--- config.mk ---
export PLATFORM = sky130hd
export DESIGN_NAME = ppu_compress
export DESIGN_NICKNAME = d
export VERILOG_FILES = /design/src/rtl/ppu_compress.sv
export SDC_FILE = /design/constraint.sdc
export NUM_CORES = 1
export LEC_CHECK = 0
export ABC_AREA = 1
export ABC_CLOCK_PERIOD_IN_PS = 8100
export CAP_MARGIN = 10
export CELL_PAD_IN_SITES_DETAIL_PLACEMENT = 1
export CELL_PAD_IN_SITES_GLOBAL_PLACEMENT = 2
export CORE_MARGIN = 2
export CORE_UTILIZATION = 34
export DETAILED_ROUTE_END_ITERATION = 8
export PLACE_DENSITY = 0.85
export SYNTH_ARGS = -nofsm -noshare
export SYNTH_HDL_FRONTEND = slang
export SYNTH_SLANG_ARGS = --single-unit
export TNS_END_PERCENT = 20
--- constraint.sdc ---
create_clock -name clk -period 8.1 [get_ports clk]
set_input_delay 0.81 -clock clk [delete_from_list [all_inputs] [get_ports clk]]
set_output_delay 0.81 -clock clk [all_outputs]
set_load 0.005 [all_outputs]
--- src/rtl/ppu_compress.sv ---
// ppu_compress: ReLU/saturate, zero-run compress and lane-pack PE outputs.
// Optional build macro PPU_RELU_EN clamps negative inputs to zero.
module ppu_compress #(
  parameter int NUM_OUT = 4,
  parameter int ACC_W   = 32,
  parameter int DATA_W  = 16,
  parameter int IDX_W   = 4,
  parameter int CNT_W   = 10
) (
  input  logic                      clk,
  input  logic                      rst,
  input  logic                      acc_valid,
  input  logic signed [ACC_W-1:0]   acc_data,
  input  logic                      acc_last,
  output logic                      acc_ready,
  output logic [NUM_OUT-1:0]        out_valid,
  output logic [NUM_OUT*DATA_W-1:0] out_data,
  output logic [NUM_OUT*IDX_W-1:0]  out_indices,
  output logic                      ppu_finish_en,
  output logic [CNT_W-1:0]          compressed_count
);

  localparam int PW  = (NUM_OUT > 1) ? $clog2(NUM_OUT) : 1;
  localparam int PW1 = PW + 1;
  localparam logic [IDX_W-1:0] MAXR = '1;
  localparam logic [PW-1:0] LASTSLOT = PW'(NUM_OUT - 1);
  localparam logic signed [ACC_W-1:0] SMAX =
    {{(ACC_W-DATA_W+1){1'b0}}, {(DATA_W-1){1'b1}}};
  localparam logic signed [ACC_W-1:0] SMIN =
    {{(ACC_W-DATA_W+1){1'b1}}, {(DATA_W-1){1'b0}}};

  typedef enum logic [1:0] {
    ACCUM,
    FLUSH,
    DONE
  } state_e;

  state_e state_q, state_d;
  logic [IDX_W-1:0] run_q, run_d;
  logic [PW-1:0] fill_q, fill_d;
  logic first_q, first_d;
  logic [CNT_W-1:0] cnt_q, cnt_d;
  logic [NUM_OUT-1:0][DATA_W-1:0] bdat_q, bdat_d;
  logic [NUM_OUT-1:0][IDX_W-1:0] bidx_q, bidx_d;
  logic [NUM_OUT-1:0][DATA_W-1:0] odat_q, odat_d;
  logic [NUM_OUT-1:0][IDX_W-1:0] oidx_q, oidx_d;
  logic [NUM_OUT-1:0] oval_q, oval_d;

  logic accept;
  logic emit;
  logic zero;
  logic signed [ACC_W-1:0] relu_v;
  logic [DATA_W-1:0] sat_v;
  logic [PW1-1:0] nfill;
  logic [CNT_W-1:0] cbase;

  assign acc_ready = (state_q == ACCUM);
  assign accept    = acc_valid & acc_ready;

`ifdef PPU_RELU_EN
  assign relu_v = acc_data[ACC_W-1] ? '0 : acc_data;
`else
  assign relu_v = acc_data;
`endif

  always_comb begin
    if (relu_v > SMAX) begin
      sat_v = SMAX[DATA_W-1:0];
    end else if (relu_v < SMIN) begin
      sat_v = SMIN[DATA_W-1:0];
    end else begin
      sat_v = relu_v[DATA_W-1:0];
    end
  end

  assign zero = (sat_v == '0);
  assign emit = accept & (~zero | (run_q == MAXR));

  always_comb begin
    state_d = state_q;
    run_d   = run_q;
    fill_d  = fill_q;
    first_d = first_q;
    cnt_d   = cnt_q;
    bdat_d  = bdat_q;
    bidx_d  = bidx_q;
    oval_d  = '0;
    odat_d  = '0;
    oidx_d  = '0;
    cbase   = first_q ? '0 : cnt_q;
    nfill   = {1'b0, fill_q} + PW1'(emit);
    unique case (state_q)
      ACCUM: begin
        if (accept) begin
          if (emit) begin
            bdat_d[fill_q] = sat_v;
            bidx_d[fill_q] = run_q;
          end
          run_d   = emit ? '0 : run_q + IDX_W'(1);
          fill_d  = fill_q + PW'(emit);
          first_d = acc_last;
          if (emit && (cbase != '1)) begin
            cnt_d = cbase + CNT_W'(1);
          end else begin
            cnt_d = cbase;
          end
          if (acc_last || (emit && (fill_q == LASTSLOT))) begin
            for (int i = 0; i < NUM_OUT; i++) begin
              if (PW1'(i) < nfill) begin
                oval_d[i] = 1'b1;
                odat_d[i] = bdat_d[i];
                oidx_d[i] = bidx_d[i];
              end
            end
            fill_d = '0;
          end
          if (acc_last) begin
            run_d   = '0;
            state_d = FLUSH;
          end
        end
      end
      FLUSH:   state_d = DONE;
      DONE:    state_d = ACCUM;
      default: state_d = ACCUM;
    endcase
  end

  always_ff @(posedge clk or posedge rst) begin
    if (rst) begin
      state_q <= ACCUM;
      run_q   <= '0;
      fill_q  <= '0;
      first_q <= 1'b1;
      cnt_q   <= '0;
      bdat_q  <= '0;
      bidx_q  <= '0;
      oval_q  <= '0;
      odat_q  <= '0;
      oidx_q  <= '0;
    end else begin
      state_q <= state_d;
      run_q   <= run_d;
      fill_q  <= fill_d;
      first_q <= first_d;
      cnt_q   <= cnt_d;
      bdat_q  <= bdat_d;
      bidx_q  <= bidx_d;
      oval_q  <= oval_d;
      odat_q  <= odat_d;
      oidx_q  <= oidx_d;
    end
  end

  assign out_valid        = oval_q;
  assign out_data         = odat_q;
  assign out_indices      = oidx_q;
  assign ppu_finish_en    = (state_q == DONE);
  assign compressed_count = cnt_q;

endmodule

==> impl_metrics.csv <==
group,metric,value,unit
yosys,syn_area_per_cell,8.13,sq um
clocking,postCtsSetupBuffers,0,
sta,maxSlewHeadroom,32.7,%
die,die_w,160,um
routing,dr.pass1.iters,4,
hold_path,hold_end,"state_q[1]",
placement,port-buffer-count,131,
finish,final_area,10300,sq um
routing,drt-initial-drc-count,267,
routing,post_drt_wl_per_cell,15.7,um
global_route,grt_usage,18.6,%
clocking,cts.sinks,183,
power_and_ir_drop,combPwrFrac,23.2,%
yosys,synth-edff-count,0,
power_and_ir_drop,p_clk_share,32.3,%
sta,rsz0062_at_grt,"false",
sta,drv_slew,0,
routing,via_per_inst,4.64,
worst_setup_path,critPathMostFrequentCell,"nand2_1",
clocking,clkTransAtPathRegs,0.07,ns
sta,hold_slack,0.449,ns
sta,tightest_slew,1.01,ns
clocking,worstSkewPairLatency,0.43,ns
placement,dpl_cell_area,9720,sq um
worst_setup_path,regToRegSetupSlack,3.32,ns
die,ios,132,
worst_setup_path,cp_max_fo,69,
yosys,ys_ff_latch,183,
die,die_y,160,um
clocking,cts_hold_buf,0,
die,core,23600,sq um
finish,drive_gt1_share,6.29,%
placement,place_ws,2.03,ns
sta,period_share,68.2,%
power_and_ir_drop,ir_worst_vdd,132,uV
power_and_ir_drop,leakagePower,4.93,nW
worst_setup_path,start_kind,"input port",
worst_setup_path,crit_buf_inv,4,
sta,period_needed,5.53,ns
finish,diodes,0,
power_and_ir_drop,sw_frac_of_total,32.5,%
die,dieArea,25500,sq um
worst_setup_path,crit_chain,"clkdlybuf4s50_1 -> inv_1 -> nand2_2 -> nand2_1 -> nand2_1 -> nand2_1 -> nor2_1 -> nand3_4 -> nand2_4 -> inv_2 -> ha_1 -> inv_1 -> ha_1 -> a21oi_1 -> nand3_1 -> nor2_1",
yosys,seq_area_frac_synth,55.6,%
yosys,synth_cell_types,31,
worst_setup_path,crit_slowest_cell,"nand2_4",
finish,syn2layout_area_growth,25.1,%
finish,seqCellArea,4580,sq um
worst_setup_path,worst_r2r_endpoint,"out_data[35]",
power_and_ir_drop,intPower,1.78,mW
global_route,grt_antenna_before_repair,0,
worst_setup_path,reg2reg_depth,14,
job,maxCapViolations,0,
finish,num-nets-final,1158,
finish,fillers,2809,
power_and_ir_drop,p_sw,0.855,mW
yosys,syn_inst,1013,
global_route,top_usage_layer,"met2",
yosys,synthesis.nets,1054,
clocking,clockRootBuffer,"clkbuf_16",
sta,setup_viol,0,
hold_path,hp-class,"reg -> reg",
yosys,syn_area,8240,sq um
clocking,cts_buffer_depth,2,
finish,multi_input_area,2820,sq um
hold_path,min_from,"state_q[1]",
sta,setup_ws,2.57,ns
global_route,grt_pass1_vias,7059,
routing,detail-route-antenna-nets,0,
global_route,use_met2,29.4,%
clocking,cts_tree,"done",
die,fp-row-count,56,
routing,drt-total-wl,22.8,mm
yosys,synthArstFlopShare,100,%
clocking,cts_buffers,17,
clocking,post_cts_resize_count,0,
worst_setup_path,crit_type,"in -> reg",
global_route,grt_max_degree,70,
clocking,cts_max_level,4,
placement,dp_hpwl,15.7,mm
yosys,ys.flop_type,"dfrtp_1",
sta,hold_violations,0,
power_and_ir_drop,p_per_area,255,nW/um^2
hold_path,whs_path_depth,1,
worst_setup_path,critPathTopFamily,"simple AND/OR/NAND/NOR gates",
worst_setup_path,cp_slowest_stage_delay,0.72,ns
global_route,grt_pass1_wl,37.8,mm
worst_setup_path,critPathRequiredTime,8.44,ns
worst_setup_path,critPathCaptureType,"register",
sta,fin_tns_setup,0,ns
worst_setup_path,arrival,5.87,ns
sta,fmax,181,MHz
yosys,yosysWarningCount,0,
global_route,gr-total-overflow,0,
placement,gp_congestion,0.750,
power_and_ir_drop,power.total,2.63,mW
sta,finalClockSkew,0.0109,ns
global_route,gr-usage-met3,3.53,%
worst_setup_path,r2r_start,"run_q[0]",
global_route,grtUsageMet1,26.8,%
run_status,status,"finished clean",
die,initial_utilization,34.9,%
routing,drc_errors,0,
power_and_ir_drop,seqPwrFrac,44.5,%
routing,vias,6715,
-- worst max-delay path by stage --
| stage | from | to | cells after the start |
|---|---|---|---|
| 2_1_floorplan | rst | bdat_q[0] | 1 |
| 3_3_place_gp | acc_data[31] | out_data[38] | 16 |
| 3_5_place_dp | acc_data[31] | out_indices[10] | 16 |
| 4_1_cts | acc_data[31] | out_indices[10] | 16 |
| 5_1_grt | acc_data[26] | out_indices[10] | 19 |
| 6_report | acc_data[31] | out_data[35] | 16 |
-- through the flow --
stage	cells	util [%]
after floorplan	1013	-
after global placement	1417	41.2
after detailed placement	1417	41.2
after CTS	1447	43.7
after global routing	1447	43.7
final	1447	43.7
-- state kept, by name, indices dropped and copies added, names as in the netlist --
signal	cells
out_indices	16
fill_q	2
state_q	2
first_q	1
bidx_q	16
run_q	4
out_data	64
out_valid	4
compressed_count	10
bdat_q	64
-- synthesized netlist by cell type, types with 13 or more instances --
master | instances | share of area [%]
nand2_2 | 15 | 1.1
nand2_1 | 280 | 13
clkbuf_1 | 22 | 1.0
inv_2 | 13 | 0.59
o21ai_1 | 30 | 1.8
inv_1 | 138 | 6.3
dfrtp_1 | 182 | 55
nand3_1 | 50 | 3.0
nand4_1 | 24 | 1.8
o21ai_0 | 85 | 5.2
nor2_1 | 109 | 5.0
buf_2 | 16 | 0.97
-- area by class of cell --
cell class | count | area share (%)
Clock buffer | 19 | 4.39
Clock inverter | 11 | 1.32
Inverter | 152 | 5.58
Multi-Input combinational cell | 628 | 27.4
Sequential cell | 183 | 44.4
Tap cell | 319 | 3.87
Timing Repair Buffer | 135 | 13.0
-- cell families (layout without fill, tap and decap cells) --
logic type / after synthesis / in the layout / synth area share, %
flip-flops: 183 / 183 / 55.6
buffers and inverters: 202 / 317 / 10.1
adder cells (fa/ha/maj): 5 / 5 / 0.759
AO/OA/AOI/OAI: 134 / 134 / 8.52
AND/OR/NAND/NOR: 487 / 487 / 24.8
XOR/XNOR: 2 / 2 / 0.213
-- metal layers --
metal	up-vias	routed length, um
met5	-	0
met1	3231	11200
li1	3336	-
met4	0	212
met2	134	10400
met3	14	951
-- cells in the final DEF, fill, tap and decap left out, drive strengths merged, types with 10 or more instances in the layout --
cell           netlist  final
clkdlybuf4s50        0    131
dfrtp              182    182
nor2               110    110
a21oi               10     10
o21ai              116    116
clkbuf              23     19
inv                151    155
nand3               53     53
nand2              296    296
nand4               24     24
-- power by group through the flow --
stage | clock, mW | combinational, mW | sequential (mW)
after floorplan | 0 | 0.442 | 1.17
after global placement | 0 | 0.597 | 1.18
after detailed placement | 0 | 0.613 | 1.19
after CTS | 0.872 | 0.622 | 1.17
after global routing | 0.909 | 0.721 | 1.20
final | 0.849 | 0.612 | 1.17
Power figures use the tool's default switching activity.
==> RTL edit: new RTL, config.mk and constraints unchanged <==
Build with the macro `PPU_RELU_EN` defined.
--- a/src/rtl/ppu_compress.sv
+++ b/src/rtl/ppu_compress.sv
@@ -2,2 +2,4 @@
 // Optional build macro PPU_RELU_EN clamps negative inputs to zero.
+`define PPU_RELU_EN
+
 module ppu_compress #(
Formal check against the unedited RTL: not equivalent (Yosys sat finds a counterexample within 4 cycles, from zero or initial values and one cycle with rst high).
==> RTL edit against the unedited design <==
Wire length increased by 2.8%; sequential cell count stayed put; clock power is 4.9% lower; area after synthesis is 1.0% lower; power shrank 2.0%; worst setup slack better by 1.6 ns; core utilization is 0.17 points lower; first-iteration DRC count fell by 17%; design area decreased by 0.68%.
==> RTL edit: results (changes against the unedited design) <==
[global_routing]
grt_max_degree=113  ; +61%
grt_pass1_wl_um=38300  ; +1.5%
grt_pass1_vias=7013  ; -0.65%
grt.total_usage_pct=19.1  ; +0.48 points
grt_util_met1_pct=25.9  ; -0.90 points
gr-usage-met3_pct=3.24  ; -0.29 points
grt_use_met2_pct=32.0  ; +2.6 points

[placement]
placed_area_mm2=0.00968  ; -0.41%
finalWeightedCongestion=0.822  ; +9.5%
place_hpwl_um=15700  ; about the same
pre_cts_ws_ns=3.71  ; +1.68 ns

[final_layout]
buffers=137  ; +1.5%
fin_cells=1442  ; -0.35%
multi_input_gates=633  ; +0.80%
buffer_area_share_pct=13.2  ; +0.24 points
num-nonclk-inverters=138  ; -9.2%
area_delta_synth_final_pct=25.5
fin_nets=1151  ; -0.60%
fillers=2839  ; +1.1%

[pwr]
p_leak_nw=5.19  ; +5.4%
clockPowerShare_pct=31.3  ; -1.0 points
finalPower_mw=2.58  ; -2.0%
p_int_mw=1.71  ; -3.7%
ir_worst_vdd_uv=124  ; -5.8%

[yosys]
ys_types=27  ; -13%
synth_nets=1043  ; -1.0%
synth_seq_area_share_pct=56.2  ; +0.57 points
synthAdderAreaFrac_pct=0.767  ; +0.0078 points
synth.area.mux_share_pct=1.79  ; +1.8 points

[routing]
drt_iter0_drc=222  ; -17%
wl_met1_um=11300  ; +1.6%
viasPerCell=4.62  ; -0.43%
wl_met3_um=594  ; -38%
routed_wl_um=23400  ; +2.8%

[timing]
clock_skew_ns=0.0110  ; +0.0000469 ns

[setup_path]
cpPeakStageDelay_ns=0.78  ; +0.06 ns
crit_slowest_cell=nand3_1

[status]
outcome=completed

-- RTL edit: cell types whose count changed in the layout (fill, tap and decap cells not counted), sizes merged, moves of 4 or more --
| cell | unedited run | this run |
|---|---|---|
| a21oi | 10 | 16 |
| inv | 155 | 145 |
| mux2 | 0 | 13 |
| nand2 | 296 | 348 |
| nand3 | 53 | 49 |
| nand4 | 24 | 29 |
| nor2 | 110 | 99 |
| o21ai | 116 | 62 |
-- RTL edit: path summary, 6_finish.rpt --
path / start / end / slack [ns] / cells after the start
worst max-delay path: acc_data[15] / out_data[29] / 4.17 / 13
worst min-delay path: state_q[1] / state_q[1] / 0.46 / 1
min in group asynchronous: rst / out_valid[2] / 0.92 / 2
worst min register to register: state_q[1] / state_q[1] / 0.46 / 1
max in group asynchronous: rst / bdat_q[0] / 5.61 / 3
worst max register to register: state_q[0] / out_data[29] / 4.46 / 8
